$ cat config.mk
export PLATFORM = sky130hd
export DESIGN_NAME = alu_op_sequencer
export DESIGN_NICKNAME = d
export VERILOG_FILES = /design/src/rtl/alu_op_sequencer_pkg.sv /design/src/rtl/alu_op_sequencer_decode.sv /design/src/rtl/alu_op_sequencer.sv
export SDC_FILE = /design/constraint.sdc
export NUM_CORES = 1
export LEC_CHECK = 0
export ABC_AREA = 1
export CELL_PAD_IN_SITES_DETAIL_PLACEMENT = 0
export CELL_PAD_IN_SITES_GLOBAL_PLACEMENT = 1
export CORE_MARGIN = 1.5
export CORE_UTILIZATION = 33
export CTS_BUF_LIST = sky130_fd_sc_hd__clkbuf_8
export DETAILED_ROUTE_END_ITERATION = 10
export PLACE_DENSITY = 0.95
export SLEW_MARGIN = 20
export SYNTH_ARGS = -nofsm -noshare
export SYNTH_HDL_FRONTEND = slang
export SYNTH_SLANG_ARGS = --single-unit
$ cat constraint.sdc
create_clock -name clk -period 2.7 [get_ports clk]
set_input_delay 0.405 -clock clk [delete_from_list [all_inputs] [get_ports clk]]
set_output_delay 0.405 -clock clk [all_outputs]
set_load 0.02 [all_outputs]
$ cat src/rtl/alu_op_sequencer_pkg.sv
// Shared definitions for the ALU control path: ALU control codes, ALUOp
// encodings from the main decoder, supported R-type funct values and the
// sequencer FSM state encoding. The ALU's own case decode uses the same
// control-code constants, so the two sides cannot drift apart.
package alu_op_sequencer_pkg;

   // ALU control codes. Only these five values are ever driven to the ALU.
   typedef enum logic [3:0] {
      CNTRL_AND = 4'b0000,
      CNTRL_OR  = 4'b0001,
      CNTRL_ADD = 4'b0010,
      CNTRL_SUB = 4'b0100,
      CNTRL_SLT = 4'b1000
   } alu_cntrl_e;

   // ALUOp field produced by the main instruction decoder
   localparam logic [1:0] ALUOP_MEM    = 2'b00;  // load/store address add
   localparam logic [1:0] ALUOP_BRANCH = 2'b01;  // branch compare subtract
   localparam logic [1:0] ALUOP_RTYPE  = 2'b10;  // operation taken from funct
   localparam logic [1:0] ALUOP_RSVD   = 2'b11;  // undefined

   // R-type funct values the ALU supports
   localparam logic [5:0] FUNCT_ADD = 6'b100000;
   localparam logic [5:0] FUNCT_SUB = 6'b100010;
   localparam logic [5:0] FUNCT_AND = 6'b100100;
   localparam logic [5:0] FUNCT_OR  = 6'b100101;
   localparam logic [5:0] FUNCT_SLT = 6'b101010;

   // Sequencer FSM states
   typedef enum logic [1:0] {
      IDLE = 2'b00,
      EXEC = 2'b01,
      RESP = 2'b10
   } seq_state_e;

endpackage

$ cat src/rtl/alu_op_sequencer_decode.sv
// alu_ctrl_decode: purely combinational ALUOp/funct -> ALU control decode.
// Shared with the single-cycle datapath.
//
// Ports:
//   aluop   in  2  ALUOp from the main decoder
//   funct   in  6  R-type function field
//   cntrl   out 4  ALU control code (always one of the five legal codes)
//   illegal out 1  request cannot be mapped to a supported operation
module alu_ctrl_decode
   import alu_op_sequencer_pkg::*;
(
   input  logic [1:0] aluop,
   input  logic [5:0] funct,
   output logic [3:0] cntrl,
   output logic       illegal
);

   // Undecodable requests still report ADD so a legal code is always
   // presented, even if a caller ignores the illegal flag.
   always_comb begin
      cntrl   = CNTRL_ADD;
      illegal = 1'b0;
      case (aluop)
         ALUOP_MEM:    cntrl = CNTRL_ADD;
         ALUOP_BRANCH: cntrl = CNTRL_SUB;
         ALUOP_RTYPE: begin
            case (funct)
               FUNCT_ADD: cntrl = CNTRL_ADD;
               FUNCT_SUB: cntrl = CNTRL_SUB;
               FUNCT_AND: cntrl = CNTRL_AND;
               FUNCT_OR:  cntrl = CNTRL_OR;
               FUNCT_SLT: cntrl = CNTRL_SLT;
               default:   illegal = 1'b1;
            endcase
         end
         ALUOP_RSVD:   illegal = 1'b1;
      endcase
   end

endmodule

$ cat src/rtl/alu_op_sequencer.sv
// alu_op_sequencer: initiator side of the ALU control interface.
// Accepts one decoded request at a time, drives the external combinational
// ALU for one cycle, captures its Result/Zero and returns them on a
// valid/ready response channel. Undecodable requests bypass the ALU and
// respond immediately with the illegal flag set.
//
// Ports:
//   clk, rst                   clock (rising edge), synchronous active-high reset
//   req_valid/req_ready        request handshake
//   req_aluop, req_funct       instruction decode fields
//   req_a, req_b               operands
//   alu_a, alu_b, alu_cntrl    operands and control code driven to the ALU
//   alu_result, alu_zero       ALU outputs
//   rsp_valid/rsp_ready        response handshake
//   rsp_result, rsp_zero       captured ALU outputs
//   rsp_illegal                request was undecodable (result forced to 0)
//   op_count, illegal_count    saturating completion counters
module alu_op_sequencer
   import alu_op_sequencer_pkg::*;
#(
   parameter int WIDTH = 32,
   parameter int CNT_W = 16
) (
   input  logic             clk,
   input  logic             rst,
   input  logic             req_valid,
   output logic             req_ready,
   input  logic [1:0]       req_aluop,
   input  logic [5:0]       req_funct,
   input  logic [WIDTH-1:0] req_a,
   input  logic [WIDTH-1:0] req_b,
   output logic [WIDTH-1:0] alu_a,
   output logic [WIDTH-1:0] alu_b,
   output logic [3:0]       alu_cntrl,
   input  logic [WIDTH-1:0] alu_result,
   input  logic             alu_zero,
   output logic             rsp_valid,
   input  logic             rsp_ready,
   output logic [WIDTH-1:0] rsp_result,
   output logic             rsp_zero,
   output logic             rsp_illegal,
   output logic [CNT_W-1:0] op_count,
   output logic [CNT_W-1:0] illegal_count
);

   seq_state_e       state_q, state_d;
   logic [WIDTH-1:0] a_q, b_q;
   logic [3:0]       cntrl_q;
   logic [WIDTH-1:0] rsp_result_q;
   logic             rsp_zero_q;
   logic             rsp_illegal_q;
   logic [CNT_W-1:0] op_cnt_q, ill_cnt_q;

   logic [3:0]       dec_cntrl;
   logic             dec_illegal;

   // Counters stick at all-ones rather than wrapping
   function automatic logic [CNT_W-1:0] sat_inc(input logic [CNT_W-1:0] v);
      if (&v) return v;
      return v + {{(CNT_W-1){1'b0}}, 1'b1};
   endfunction

   alu_ctrl_decode u_decode (
      .aluop   (req_aluop),
      .funct   (req_funct),
      .cntrl   (dec_cntrl),
      .illegal (dec_illegal)
   );

   // Next state and handshake/ALU control outputs
   always_comb begin
      state_d   = state_q;
      req_ready = 1'b0;
      rsp_valid = 1'b0;
      alu_cntrl = CNTRL_ADD;
      case (state_q)
         IDLE: begin
            req_ready = 1'b1;
            if (req_valid) state_d = dec_illegal ? RESP : EXEC;
         end
         EXEC: begin
            alu_cntrl = cntrl_q;
            state_d   = RESP;
         end
         RESP: begin
            rsp_valid = 1'b1;
            if (rsp_ready) state_d = IDLE;
         end
         default: state_d = IDLE;
      endcase
   end

   // State, operand, response and counter registers
   always_ff @(posedge clk) begin
      if (rst) begin
         state_q       <= IDLE;
         a_q           <= '0;
         b_q           <= '0;
         cntrl_q       <= CNTRL_ADD;
         rsp_result_q  <= '0;
         rsp_zero_q    <= 1'b0;
         rsp_illegal_q <= 1'b0;
         op_cnt_q      <= '0;
         ill_cnt_q     <= '0;
      end else begin
         state_q <= state_d;
         case (state_q)
            IDLE: begin
               if (req_valid) begin
                  a_q     <= req_a;
                  b_q     <= req_b;
                  cntrl_q <= dec_cntrl;
                  // Illegal requests skip EXEC, so their response is built here
                  if (dec_illegal) begin
                     rsp_result_q  <= '0;
                     rsp_zero_q    <= 1'b0;
                     rsp_illegal_q <= 1'b1;
                  end
               end
            end
            EXEC: begin
               rsp_result_q  <= alu_result;
               rsp_zero_q    <= alu_zero;
               rsp_illegal_q <= 1'b0;
            end
            RESP: begin
               if (rsp_ready) begin
                  if (rsp_illegal_q) ill_cnt_q <= sat_inc(ill_cnt_q);
                  else               op_cnt_q  <= sat_inc(op_cnt_q);
               end
            end
            default: ;
         endcase
      end
   end

   assign alu_a         = a_q;
   assign alu_b         = b_q;
   assign rsp_result    = rsp_result_q;
   assign rsp_zero      = rsp_zero_q;
   assign rsp_illegal   = rsp_illegal_q;
   assign op_count      = op_cnt_q;
   assign illegal_count = ill_cnt_q;

endmodule

Word level (Yosys, flattened, before mapping)

Index checks and enable logic that the tools add are counted.

Register bits: 136
Bits in latches: 0
RAM bits: 0
Memory bits (read-only): 0
Input bits: 109
Output and inout port bits: 136
Memories kept: 0

$add $sub $neg: 2
$mul: 0
Div/mod/pow operators: 0
Magnitude comparators: 0
Equal/unequal tests: 15
Shifts and indexed selects: 0
Multiplexer cells: 32
Bitwise operators: 1
Reduce and logical (&&, ||, !) cells: 10

Operators by type and width:

| operator              | number |
|---|---|
| $mux 32               | 2 |
| $pmux 32 s2           | 1 |
| $add 16x1->16 const B | 2 |
| $mux 16               | 2 |
| $reduce_and 16->1     | 2 |
| $eq 6x6->1 const B    | 5 |
| $mux 1                | 17 |
| $pmux 4 s4            | 1 |
| $ne 2x2->1 const B    | 5 |
| $pmux 4 s2            | 1 |
| $reduce_and 4->1      | 2 |
| $eq 2x2->1 const B    | 3 |
| $mux 2                | 3 |
| $pmux 1 s2            | 3 |
| $pmux 2 s3            | 1 |
| $reduce_or 5->1       | 1 |
| $eq 2x1->1 const B    | 2 |
| $mux 4                | 1 |
| $reduce_and 2->1      | 2 |
| $reduce_and 3->1      | 1 |
| $logic_not 2->1       | 1 |
| $reduce_bool 2->1     | 1 |
| $not 1->1             | 1 |

Logic depth before layout (Yosys ltp)

Word-level depth: 8
Mapped depth: 10
Gate-level depth less buffers: 10

Modules after synthesis

Synthesis repeated with hierarchy kept, for this count alone.

Cells, all modules: 786
Area total of the unflattened synthesis: 5764.3 um^2

Modules (own cells, without submodules):

| module           | times used | cells each | area an instance (um^2) | seq. area each (um^2) |
|---|---|---|---|---|
| alu_op_sequencer | 1          | 748        | 5551.6                  | 2722.6 |
| alu_ctrl_decode  | 1          | 38         | 212.7                   | 0.0 |

Least setup slack after synthesis

Ideal clock, no wire load.

Kind: register to register
From: register op_cnt_q[1] (netlist: op_count[1])
To: register op_cnt_q[10] (netlist: op_count[10])
Arrival time: 1.606 ns
Data required time: 2.564 ns
Path slack: 0.958 ns
Stages on the path, launching flop included: 10
Buffers on the path: 1
Clock period less this slack: 1.742 ns
Cell sequence: dfxtp_1 -> ha_1 -> nand3_2 -> nor3_4 -> nand3b_2 -> nand2_4 -> inv_2 -> buf_6 -> nand2_1 -> a21oi_2

Cells in the longest elaborated chain, start to end: 8
Elaborated cells between the ends (all ways): 10

Ends and longest elaborated chain:

| item                              | line                    | RTL |
|---|---|---|
| start: declaration                | alu_op_sequencer.sv:52  | `logic [CNT_W-1:0] op_cnt_q, ill_cnt_q;` |
| start signal: assignment          | alu_op_sequencer.sv:129 | `else op_cnt_q <= sat_inc(op_cnt_q);` |
| $reduce_and 16->1                 | alu_op_sequencer.sv:59  | `if (&v) return v;` |
| $mux 1                            | alu_op_sequencer.sv:59  |  |
| $mux 1                            | alu_op_sequencer.sv:128 | `if (rsp_illegal_q) ill_cnt_q <= sat_inc(ill_cnt_q);` |
| $mux 1                            | alu_op_sequencer.sv:127 | `if (rsp_ready) begin` |
| $mux 1                            | alu_op_sequencer.sv:107 | `case (state_q)` |
| $mux 1                            | alu_op_sequencer.sv:95  | `if (rst) begin` |
| $ne 2x2->1 (no source line)       | n/a                     |  |
| $reduce_and 4->1 (no source line) | n/a                     |  |

Parallel ways exist; a longest one is shown, timed or not. The select of a mux whose other input is x is not followed.
A chain may end at the register's enable or synchronous reset.

Worst setup path in the final report

From: register state_q[0]
To: output port alu_cntrl[1]

Cells in the longest elaborated chain, start to end: 2

Ends and longest elaborated chain:

| item                     | line                    | RTL |
|---|---|---|
| start: declaration       | alu_op_sequencer.sv:46  | `seq_state_e state_q, state_d;` |
| start signal: assignment | alu_op_sequencer.sv:106 | `state_q <= state_d;` |
| $eq 2x1->1               | alu_op_sequencer.sv:76  | `case (state_q)` |
| $mux 4                   | alu_op_sequencer.sv:76  |  |
| end: declaration         | alu_op_sequencer.sv:34  | `output logic [3:0] alu_cntrl,` |

Every way passes these cells.

==> impl_metrics.toml <==
[run_status]
status = "completed"

[critical_path]
r2r-start = "illegal_count[0]"
arrival_ns = 1.95
worstRegToRegCells = 9
crit_type = "flop to output pin"
path_max_fanout = 6
required_ns = 2.30
crit_path_end_kind = "output pin"
r2r-end = "illegal_count[4]"
reg2reg_slack_ns = 0.81
startpoint_type = "flop"

[synthesis]
synth-seq-cells = 136
synth.cell_area_mm2 = 0.00609
synthesis.nets = 997
synth_top_area_cell = "dfxtp_1"
yosysWarnings = 0
syn_avg_cell_area_um2 = 6.90
seq_area_frac_synth = 0.447
synthTopCellsByCount = "263 x nor2_1, 138 x nand2_1, 136 x dfxtp_1"
synth_top_area_frac = 0.447
synth_cells = 883
post-synth-top-count-cell = "nor2_1"
synth_edf_count = 0
synth_ff_type = "dfxtp_1"
synth_area_leaders = "dfxtp_1 45%, nor2_1 16%, nand2_1 8.5%"
async_reset_ff_frac = 0
synthDistinctLibCells = 35

[clock_network]
cts-root-buf = "clkbuf_8"
post-cts-setup-buffer-count = 0
cts_sinks = 136
cts.path.max_buffers = 2
hold_buffers = 0
numCtsBuffers = 17
ctsResizeCount = 0
insertion_delay_ns = 0.44
cts_tree = "built"
htree_levels = 4
clk_pin_slew_ns = 0.08

[cells_and_area]
n_antenna_cell = 0
layout.nets = 1228
fin_area_mm2 = 0.00915
num-fill-cells = 1816
final_layout_size_suffix_gt1_frac = 0.0657
area_delta_synth_final_pct = 50.1
regArea_mm2 = 0.00272
multi_input_area_mm2 = 0.00282

[floorplanning]
die-width_um = 139
core_mm2 = 0.0180
initial_utilization = 0.338
die_h_um = 139
top_level_ports = 245
rows = 49
dieArea_mm2 = 0.0193

[grt]
grt_first_pass_wirelength_mm = 29.2
first_global_vias = 5800
grt_max_degree = 60
antenna_found_initial = 0
track_usage = 0.187
grt_overflow = 0

[power_and_ir_drop]
p_sw_uw = 1540
intPower_uw = 3610
pwr-share-seq = 0.434
pwr-share-comb = 0.221
sw_frac_of_total = 0.299
irDropWorstVdd_mv = 0.287
pwr-share-clk = 0.345
p_leak_uw = 0.00377
power_per_cell_area_mw_per_mm2 = 564

[hold_path]
hold-path-cell-count = 2
min-delay-start = "cntrl_q[0]"
hold_class = "flop to flop"
holdPathEnd = "cntrl_q[0]"

[placement]
place_area_mm2 = 0.00873
dp_hpwl_mm = 12.8
io_buffers = 244
gp_congestion = 0.838

[detailed_routing]
wl_per_cell_um = 13.2
drt_first_pass_iters = 5
via_per_inst = 4.54
wl_mm = 18.0
drc = 0
antenna_left = 0
drt_first_iter_violations = 305
vias = 6157

[sta]
fmax_mhz = 425
fin_crit_sh = 0.872
fin_crit_ns = 2.35
finalSetupViolCount = 0
hold_viol = 0
clock_skew_ns = 0.00900
finalMaxSlewViolations = 0
finalSetupTns_ns = 0
maxSlewHeadroom = 0.581
rsz0062_at_grt = "no"
tightest_slew_ns = 0.628

[flow_run]
maxCapViolCount = 0
## worst max-delay path by stage
stage | start | endpoint | depth (start not counted)
after CTS | state_q[0] | alu_cntrl[3] | 5
after detailed placement | req_funct[5] | rsp_result[18] | 9
after global routing | state_q[0] | alu_cntrl[3] | 5
final | state_q[0] | alu_cntrl[1] | 5
after floorplan | op_count[1] | op_count[10] | 9
after global placement | req_funct[5] | rsp_result[3] | 9
## state kept, by name, summed over array words and instances, names as in the netlist
| signal | cells |
|---|---|
| alu_a | 32 |
| rsp_illegal | 1 |
| alu_b | 32 |
| state_q | 2 |
| op_count | 16 |
| rsp_zero | 1 |
| cntrl_q | 4 |
| rsp_result | 32 |
| illegal_count | 16 |
## cells in the final DEF, fill, tap and decap left out, types with 2 or more instances in the layout
cell type	Yosys	layout
a21oi_1	17	17
a21oi_2	10	10
buf_12	0	4
buf_4	6	7
bufinv_16	0	3
clkbuf_8	0	17
clkdlybuf4s50_1	0	244
clkinv_2	0	2
clkinv_4	0	4
clkinvlp_4	0	3
dfxtp_1	136	136
ha_1	5	5
inv_1	85	84
inv_2	2	4
inv_6	0	2
nand2_1	138	138
nand2_4	4	4
nand3_1	50	50
nand3_2	4	4
nand4_1	10	10
nor2_1	263	263
nor2_2	4	4
nor3_1	9	9
o21ai_0	75	75
o21ai_1	2	2
xnor2_1	5	5
xor2_1	10	10
## worst max-delay path: stages (launching register included)
cell	delay [ns]
dfxtp_1	0.33
inv_1	0.10
nor2_2	0.11
inv_1	0.12
or2_2	0.29
clkdlybuf4s50_1	0.57
## through the flow
stage	power, µW	util	instances	hold slack (ns)	setup slack [ns]
3_3_place_gp	3420	0.484	1324	0.456	0.504
5_1_grt	5440	0.507	1356	0.500	0.222
4_1_cts	5240	0.507	1356	0.470	0.272
3_5_place_dp	3430	0.484	1324	0.457	0.452
2_1_floorplan	2860	-	883	0.442	0.958
6_report	5150	0.507	1356	0.467	0.346
## metal layers
metal | GRT usage | wire length [µm]
met5 | 0 | 0
met4 | 0.0570 | 235
met3 | 0.0660 | 1480
met2 | 0.312 | 8370
met1 | 0.227 | 7870
## cell type report
class	instances	area share
multi-input combinational	617	0.309
tap	229	0.0313
inverter	87	0.0357
clock inverter	15	0.0196
timing repair buffer	255	0.282
sequential	136	0.298
clock buffer	17	0.0256
## power groups by stage
stage | combinational (µW) | clock (µW) | sequential, µW
2_1_floorplan | 405 | 0 | 2460
3_3_place_gp | 1140 | 0 | 2280
3_5_place_dp | 1150 | 0 | 2280
4_1_cts | 1150 | 1850 | 2240
5_1_grt | 1250 | 1930 | 2260
6_report | 1140 | 1780 | 2240
## kinds of logic (layout without fill, tap and decap cells)
kind of cell             after synthesis  after routing  synth area share
AO/OA/AOI/OAI                        108            108            0.0967
XOR/XNOR                              15             15            0.0216
adder cells (fa/ha/maj)                5              5            0.0103
buffers and inverters                130            374            0.0900
flip-flops                           136            136             0.447
AND/OR/NAND/NOR                      489            489             0.335
Power figures use the tool's default switching activity.
